**config.mk**
```make
export PLATFORM = sky130hd
export DESIGN_NAME = genius_input_conditioner
export DESIGN_NICKNAME = d
export VERILOG_FILES = /design/src/rtl/genius_input_conditioner.sv
export SDC_FILE = /design/constraint.sdc
export NUM_CORES = 1
export LEC_CHECK = 0
export BUFFER_PORTS_ARGS = -buffer_cell sky130_fd_sc_hd__buf_2
export CORE_MARGIN = 2
export CORE_UTILIZATION = 40
export CTS_CLUSTER_DIAMETER = 150
export DETAILED_ROUTE_END_ITERATION = 8
export SLEW_MARGIN = 30
export SYNTH_ARGS = -nofsm -noshare
export SYNTH_HDL_FRONTEND = slang
export SYNTH_SLANG_ARGS = --single-unit
```
**constraint.sdc**
```tcl
create_clock -name clock -period 3.2 [get_ports clock]
set_input_delay 0.32 -clock clock [delete_from_list [all_inputs] [get_ports clock]]
set_output_delay 0.32 -clock clock [all_outputs]
set_load 0.02 [all_outputs]
```
**src/rtl/genius_input_conditioner.sv**
```systemverilog
// Input conditioner for the genius controller: per-input sync, debounce and
// edge detect, then press arbitration into single-cycle press/chord events.
module genius_input_conditioner #(
    parameter int NUM_BTN         = 3,
    parameter int CODE_W          = 2,
    parameter int DEBOUNCE_CYCLES = 4,
    parameter int CNT_W           = 20
) (
    input  logic               clock,
    input  logic               reset,
    input  logic [NUM_BTN-1:0] btn_raw,
    input  logic               start_raw,
    input  logic               enable,
    output logic [NUM_BTN-1:0] btn_stable,
    output logic               start_pulse,
    output logic               press_valid,
    output logic [CODE_W-1:0]  press_code,
    output logic               press_multi,
    output logic               busy
);

    localparam int NIN = NUM_BTN + 1;
    localparam logic [CNT_W-1:0] CNT_MAX = CNT_W'(DEBOUNCE_CYCLES - 1);

    typedef enum logic {
        IDLE,
        HELD
    } state_t;

    logic [NIN-1:0]     raw;
    logic [NIN-1:0]     sync1_q;
    logic [NIN-1:0]     sync2_q;
    logic [NIN-1:0]     stable_q;
    logic [NIN-1:0]     stable_d;
    logic [NIN-1:0]     stable_dly_q;
    logic [NIN-1:0]     rise;
    logic [CNT_W-1:0]   cnt_q [NIN];
    logic [CNT_W-1:0]   cnt_d [NIN];

    logic [NUM_BTN-1:0] btn_st;
    logic [NUM_BTN-1:0] btn_rise;
    logic               rise_many;
    logic               rise_other;
    logic [CODE_W-1:0]  rise_idx;

    state_t             state_q;
    state_t             state_d;
    logic               valid_q;
    logic               valid_d;
    logic               multi_q;
    logic               multi_d;
    logic               start_q;
    logic               start_d;
    logic [CODE_W-1:0]  code_q;
    logic [CODE_W-1:0]  code_d;

    assign raw = {start_raw, btn_raw};

    // Counter only advances while sync2 disagrees; agreement restarts it.
    always_comb begin
        stable_d = stable_q;
        for (int i = 0; i < NIN; i++) begin
            cnt_d[i] = cnt_q[i];
            if (sync2_q[i] == stable_q[i]) begin
                cnt_d[i] = '0;
            end else if (cnt_q[i] == CNT_MAX) begin
                stable_d[i] = sync2_q[i];
                cnt_d[i]    = '0;
            end else begin
                cnt_d[i] = cnt_q[i] + CNT_W'(1);
            end
        end
    end

    always_ff @(posedge clock) begin
        if (reset) begin
            sync1_q      <= '0;
            sync2_q      <= '0;
            stable_q     <= '0;
            stable_dly_q <= '0;
            for (int i = 0; i < NIN; i++) begin
                cnt_q[i] <= '0;
            end
        end else begin
            sync1_q      <= raw;
            sync2_q      <= sync1_q;
            stable_q     <= stable_d;
            stable_dly_q <= stable_q;
            for (int i = 0; i < NIN; i++) begin
                cnt_q[i] <= cnt_d[i];
            end
        end
    end

    assign rise       = stable_q & ~stable_dly_q;
    assign btn_st     = stable_q[NUM_BTN-1:0];
    assign btn_rise   = rise[NUM_BTN-1:0];
    assign rise_many  = (btn_rise & (btn_rise - NUM_BTN'(1))) != '0;
    assign rise_other = (btn_st & ~btn_rise) != '0;

    always_comb begin
        rise_idx = '0;
        for (int i = 0; i < NUM_BTN; i++) begin
            if (btn_rise[i]) begin
                rise_idx = CODE_W'(i);
            end
        end
    end

    always_comb begin
        state_d = state_q;
        valid_d = 1'b0;
        multi_d = 1'b0;
        code_d  = code_q;
        start_d = rise[NUM_BTN];
        unique case (state_q)
            IDLE: begin
                if (btn_rise != '0) begin
                    state_d = HELD;
                    if (rise_many || rise_other) begin
                        multi_d = 1'b1;
                    end else if (enable) begin
                        valid_d = 1'b1;
                        code_d  = rise_idx;
                    end
                end
            end
            HELD: begin
                if (btn_rise != '0) begin
                    multi_d = 1'b1;
                end
                if (btn_st == '0) begin
                    state_d = IDLE;
                end
            end
            default: state_d = IDLE;
        endcase
    end

    always_ff @(posedge clock) begin
        if (reset) begin
            state_q <= IDLE;
            valid_q <= 1'b0;
            multi_q <= 1'b0;
            start_q <= 1'b0;
            code_q  <= '0;
        end else begin
            state_q <= state_d;
            valid_q <= valid_d;
            multi_q <= multi_d;
            start_q <= start_d;
            code_q  <= code_d;
        end
    end

    assign btn_stable  = btn_st;
    assign busy        = |btn_st;
    assign start_pulse = start_q;
    assign press_valid = valid_q;
    assign press_multi = multi_q;
    assign press_code  = code_q;

endmodule

```
; ---- Yosys cells after proc, flatten, opt, wreduce, memory -nomap -nowiden
; Memory sizes are Yosys's and may differ from the RTL's.
; Cells that the tools add are included.
[totals]
memories = 1
inputBits = 7
wordCells = 78
register_bits = 22
mem_bits_rw = 80
[mem_list]
columns = name, words, word_bits, rd, rd_clocked_by_memory_dff, write_ports, line
row1 = cnt_q, 4, 20, 4, 0, 4, 37  ; logic [CNT_W-1:0] cnt_q [NIN];
[classes]
eq_ne = 8
muxes = 24
bitwise = 16
reduce_logical = 12
addsub = 5
[op_table]
columns = operator, n
row1 = 20-bit two-way mux, 12
row2 = "20-bit by 1-bit adder with 20-bit output, second input constant", 4
row3 = "20-bit by 2-bit equality test with 1-bit output, second input constant", 4
row4 = 1-bit two-way mux, 9
row5 = 3-bit nonzero test, 3
row6 = 2-bit AND reduction, 4
row7 = 1-bit NOT, 7
row8 = 3-bit bitwise AND, 2
row9 = 4-bit bitwise AND, 1
row10 = 1-bit equality test, 4
row11 = 4-bit NOT, 1
row12 = 1-bit OR, 4
row13 = 1-bit one-hot mux with 2 select lines, 2
row14 = 4-bit AND reduction, 1
row15 = 4-bit OR reduction, 1
row16 = 3-bit zero test, 1
row17 = 3-bit NOT, 1
row18 = 3-bit OR reduction, 1
row19 = "3-bit by 1-bit subtractor with 3-bit output, second input constant", 1
row20 = 2-bit two-way mux, 1
row21 = 1-bit logical OR, 1

; ---- Depth between registers and ports, before layout
[depth]
word_depth = 9
ltp_mapped = 7

; ---- Worst setup path after synthesis
; OpenSTA, ideal clock, no wires.
[synth_timing]
kind = reg2reg
start = mem cnt_q[0][0]
end = mem cnt_q[0][11]
setup_slack_ns = 1.483
stages_incl_launch_ff = 8
arrival_time_ns = 1.599
synth_period_minus_slack_ns = 1.717
t_required_ns = 3.082
setup_time_ns = 0.118
cell_sequence = dfxtp_1 > ha_1 > nor4b_1 > nand4_1 > nor4_1 > or3_1 > buf_2 > nor2_1
[synth_rtl]
columns = element, line
row1 = "start, declared", 37

==> flow_summary_export.csv <==
group,metric,value,unit
run_status,status,"finished clean",
logic_synthesis,synth-seq-area-share,0.479,
worst_setup_path,start_kind,"flip-flop",
cts,cts_buffers,9,
timing,slew_headroom,0.509,
floorplan,core,10300,um^2
cts,clkTransAtPathRegs,0.09,ns
logic_synthesis,synth_cell_type_count,33,
worst_setup_path,rr_worst_depth,6,
cts,cts_root_buffer,"clkbuf_8",
cells_and_area,fin_cells,625,
timing,whs,0.183,ns
route,vias,3049,
timing,finalSetupTns,0,ns
route,wl_per_cell,11.7,um
route,viasPerCell,4.88,
global_route,grt_overflow,0,
route,drc,0,
flow_run,drv_cap,0,
route,totalWireLength,7330,um
cts,cts.sinks,102,
cells_and_area,drive_gt1_frac,0.0736,
global_route,grt_max_degree,28,
pwr,total_power,2150,uW
timing,fin_crit_sh,0.718,
cts,cts_buffer_depth,2,
worst_setup_path,rrSetupSlack,0.90,ns
route,drtIter0Drc,85,
place,place.gp.congestion,0.760,
logic_synthesis,synth_top_area_frac,0.479,
worst_hold_path,min_from,"btn_raw[0]",
logic_synthesis,synth_area,4270,um^2
worst_hold_path,hp-class,"in2reg",
logic_synthesis,syn_inst,474,
place,io_buffers,15,
cells_and_area,area_growth,8.68,%
place,dp_hpwl,5090,um
cells_and_area,diodes,0,
global_route,antenna_found_initial,0,
timing,finalMaxSlewViolations,0,
place,dp.cells,609,
cells_and_area,nFillCells,1011,
logic_synthesis,synth_fp_nets,485,
timing,tightestPinTransition,0.730,ns
worst_setup_path,cp-end-kind,"flip-flop",
cts,cts_resized,0,
cells_and_area,layout.nets,495,
global_route,grt_pass1_vias,2922,
worst_setup_path,r2r-end,"cnt_q[0][16]$_SDFF_PP0_",
logic_synthesis,yosysMostFrequentCell,"nor2_1",
route,drtAntennaViolNets,0,
timing,setup_viol,0,
logic_synthesis,yosys.area.top_type,"dfxtp_1",
pwr,power_density,463,nW/um^2
floorplan,dieHeight,107,um
floorplan,die_w,107,um
worst_hold_path,worstHoldPathCells,2,
pwr,p_leak,0.00153,uW
cts,cts_tree,"yes",
logic_synthesis,synthArstFlopShare,0,
logic_synthesis,synth_edf_count,0,
floorplan,io_pins,16,
logic_synthesis,synth_flop_cell,"dfxtp_1",
logic_synthesis,synth_area_leaders,"dfxtp_1, nor2_1, xnor2_1",
timing,timing.fmax,435,MHz
logic_synthesis,avgSynthCellArea,9.00,um^2
worst_setup_path,r2r-start,"cnt_q[0][0]$_SDFF_PP0_",
timing,period_minus_slack,2.30,ns
timing,hold_viol_final,0,
worst_setup_path,path_max_fanout,20,
timing,finClkSkew,0.0131,ns
global_route,grt_usage,0.138,
cts,htreeDepth,3,
worst_hold_path,holdPathEnd,"sync1_q[0]$_SDFF_PP0_",
logic_synthesis,yosys_warnings,0,
timing,rsz0062_at_grt,"false",
floorplan,rows,37,
cts,holdBufCountCts,0,
worst_setup_path,cp_data_required_time,3.42,ns
pwr,vdd_drop_max,249,uV
floorplan,die_area,11500,um^2
global_route,grt_pass1_wl,12900,um
logic_synthesis,synth.ff_latch_count,102,
floorplan,start_util,0.413,
cts,cts_setup_buffers,0,
cts,clk_latency,0.36,ns
route,dr.pass1.iters,4,
worst_setup_path,worstPathArrival,2.52,ns
worst_setup_path,path_class,"reg2reg",
logic_synthesis,ys_top_cells_by_count,"nor2_1, dfxtp_1, xnor2_1",
-- routing by layer --
layer	up-vias	wire (um)	track usage
met1	1386	3870	0.184
met3	11	210	0.0266
li1	1615	-	-
met4	0	159	0.0640
met5	-	0	0
met2	37	3090	0.214
-- state kept, by name, indices dropped and copies added (netlist names) --
signal and flops:
stable_q 4, state_q 1, sync2_q 4, press_multi 1, start_pulse 1, cnt_q 80
sync1_q 4, press_valid 1, stable_dly_q 4, press_code 2
-- worst max-delay path, cell delays in order (launching register included) --
cell     delay, ns
dfxtp_1       0.40
ha_1          0.30
nor4b_1       0.27
nand4_1       0.13
nor4_1        0.31
or3_1         0.64
nor2_1        0.12
-- kinds of logic (layout without fill, tap and decap cells) --
kind of cell,count (synthesis),in the layout,synth area share
AOI/OAI and AO/OA,5,5,0.00762
xor gates and xnor gates,77,77,0.158
adders and majority gates,4,4,0.0117
buffers and inverters,28,43,0.0308
DFF,102,102,0.479
muxes,6,6,0.0147
and+or+nand+nor,252,252,0.299
-- cell type report --
class | count | area [um^2] | area share
clock buffer | 14 | 173 | 0.0372
clock inverter | 2 | 38.8 | 0.00836
inverter | 12 | 45.0 | 0.00971
multi-input combinational | 344 | 2090 | 0.451
sequential | 102 | 2040 | 0.440
tap | 136 | 170 | 0.0367
timing repair buffer | 15 | 75.1 | 0.0162
-- power by group --
group / internal [uW] / switching [uW] / total (uW)
logic: 7.94 / 15.5 / 23.5
registers: 1270 / 3.16 / 1280
clock network: 429 / 415 / 844
total: 1710 / 434 / 2150
-- worst max-delay path by stage --
stage	start	end	cells past startpoint
final	cnt_q[0][0]$_SDFF_PP0_	cnt_q[0][16]$_SDFF_PP0_	6
after global placement	cnt_q[0][0]$_SDFF_PP0_	cnt_q[0][3]$_SDFF_PP0_	6
after CTS	cnt_q[0][0]$_SDFF_PP0_	cnt_q[0][16]$_SDFF_PP0_	6
after floorplan	cnt_q[0][0]$_SDFF_PP0_	cnt_q[0][11]$_SDFF_PP0_	7
after global routing	cnt_q[0][0]$_SDFF_PP0_	cnt_q[0][9]$_SDFF_PP0_	6
after detailed placement	cnt_q[0][0]$_SDFF_PP0_	cnt_q[0][4]$_SDFF_PP0_	6
-- stage by stage --
stage | util | setup WS (ns) | area [um^2]
2_1_floorplan | - | 1.48 | 4270
3_3_place_gp | 0.429 | 1.01 | 4430
3_5_place_dp | 0.429 | 0.877 | 4430
4_1_cts | 0.449 | 0.865 | 4640
5_1_grt | 0.449 | 0.571 | 4640
6_report | 0.449 | 0.902 | 4640
-- cell usage in the layout, fill, tap and decap left out --
| master | Yosys | layout |
|---|---|---|
| or4_1 | 2 | 2 |
| a211oi_1 | 1 | 1 |
| and3_1 | 7 | 7 |
| or2_2 | 1 | 1 |
| nor3b_1 | 2 | 2 |
| and4_1 | 5 | 5 |
| mux2i_1 | 4 | 4 |
| nor2_2 | 2 | 2 |
| ha_1 | 4 | 4 |
| o22ai_1 | 1 | 1 |
| bufinv_16 | 0 | 1 |
| nor2_1 | 106 | 106 |
| nor4_1 | 20 | 20 |
| clkbuf_1 | 3 | 2 |
| nor3_4 | 2 | 2 |
| nand2_1 | 16 | 16 |
| o21ai_0 | 1 | 1 |
| inv_1 | 12 | 12 |
| nor3_1 | 5 | 5 |
| dfxtp_1 | 102 | 102 |
| nand3_1 | 33 | 33 |
| a221oi_1 | 1 | 1 |
| clkbuf_8 | 0 | 12 |
| a21oi_1 | 1 | 1 |
| mux2_2 | 2 | 2 |
| clkinv_4 | 0 | 1 |
| buf_2 | 9 | 15 |
| or3_1 | 4 | 4 |
| nand4_1 | 22 | 22 |
| nor4b_1 | 5 | 5 |
| nand2b_1 | 4 | 4 |
| nor2b_1 | 15 | 15 |
| xor2_1 | 37 | 37 |
| xnor2_1 | 40 | 40 |
| and2_1 | 1 | 1 |
Power figures use the tool's default switching activity.
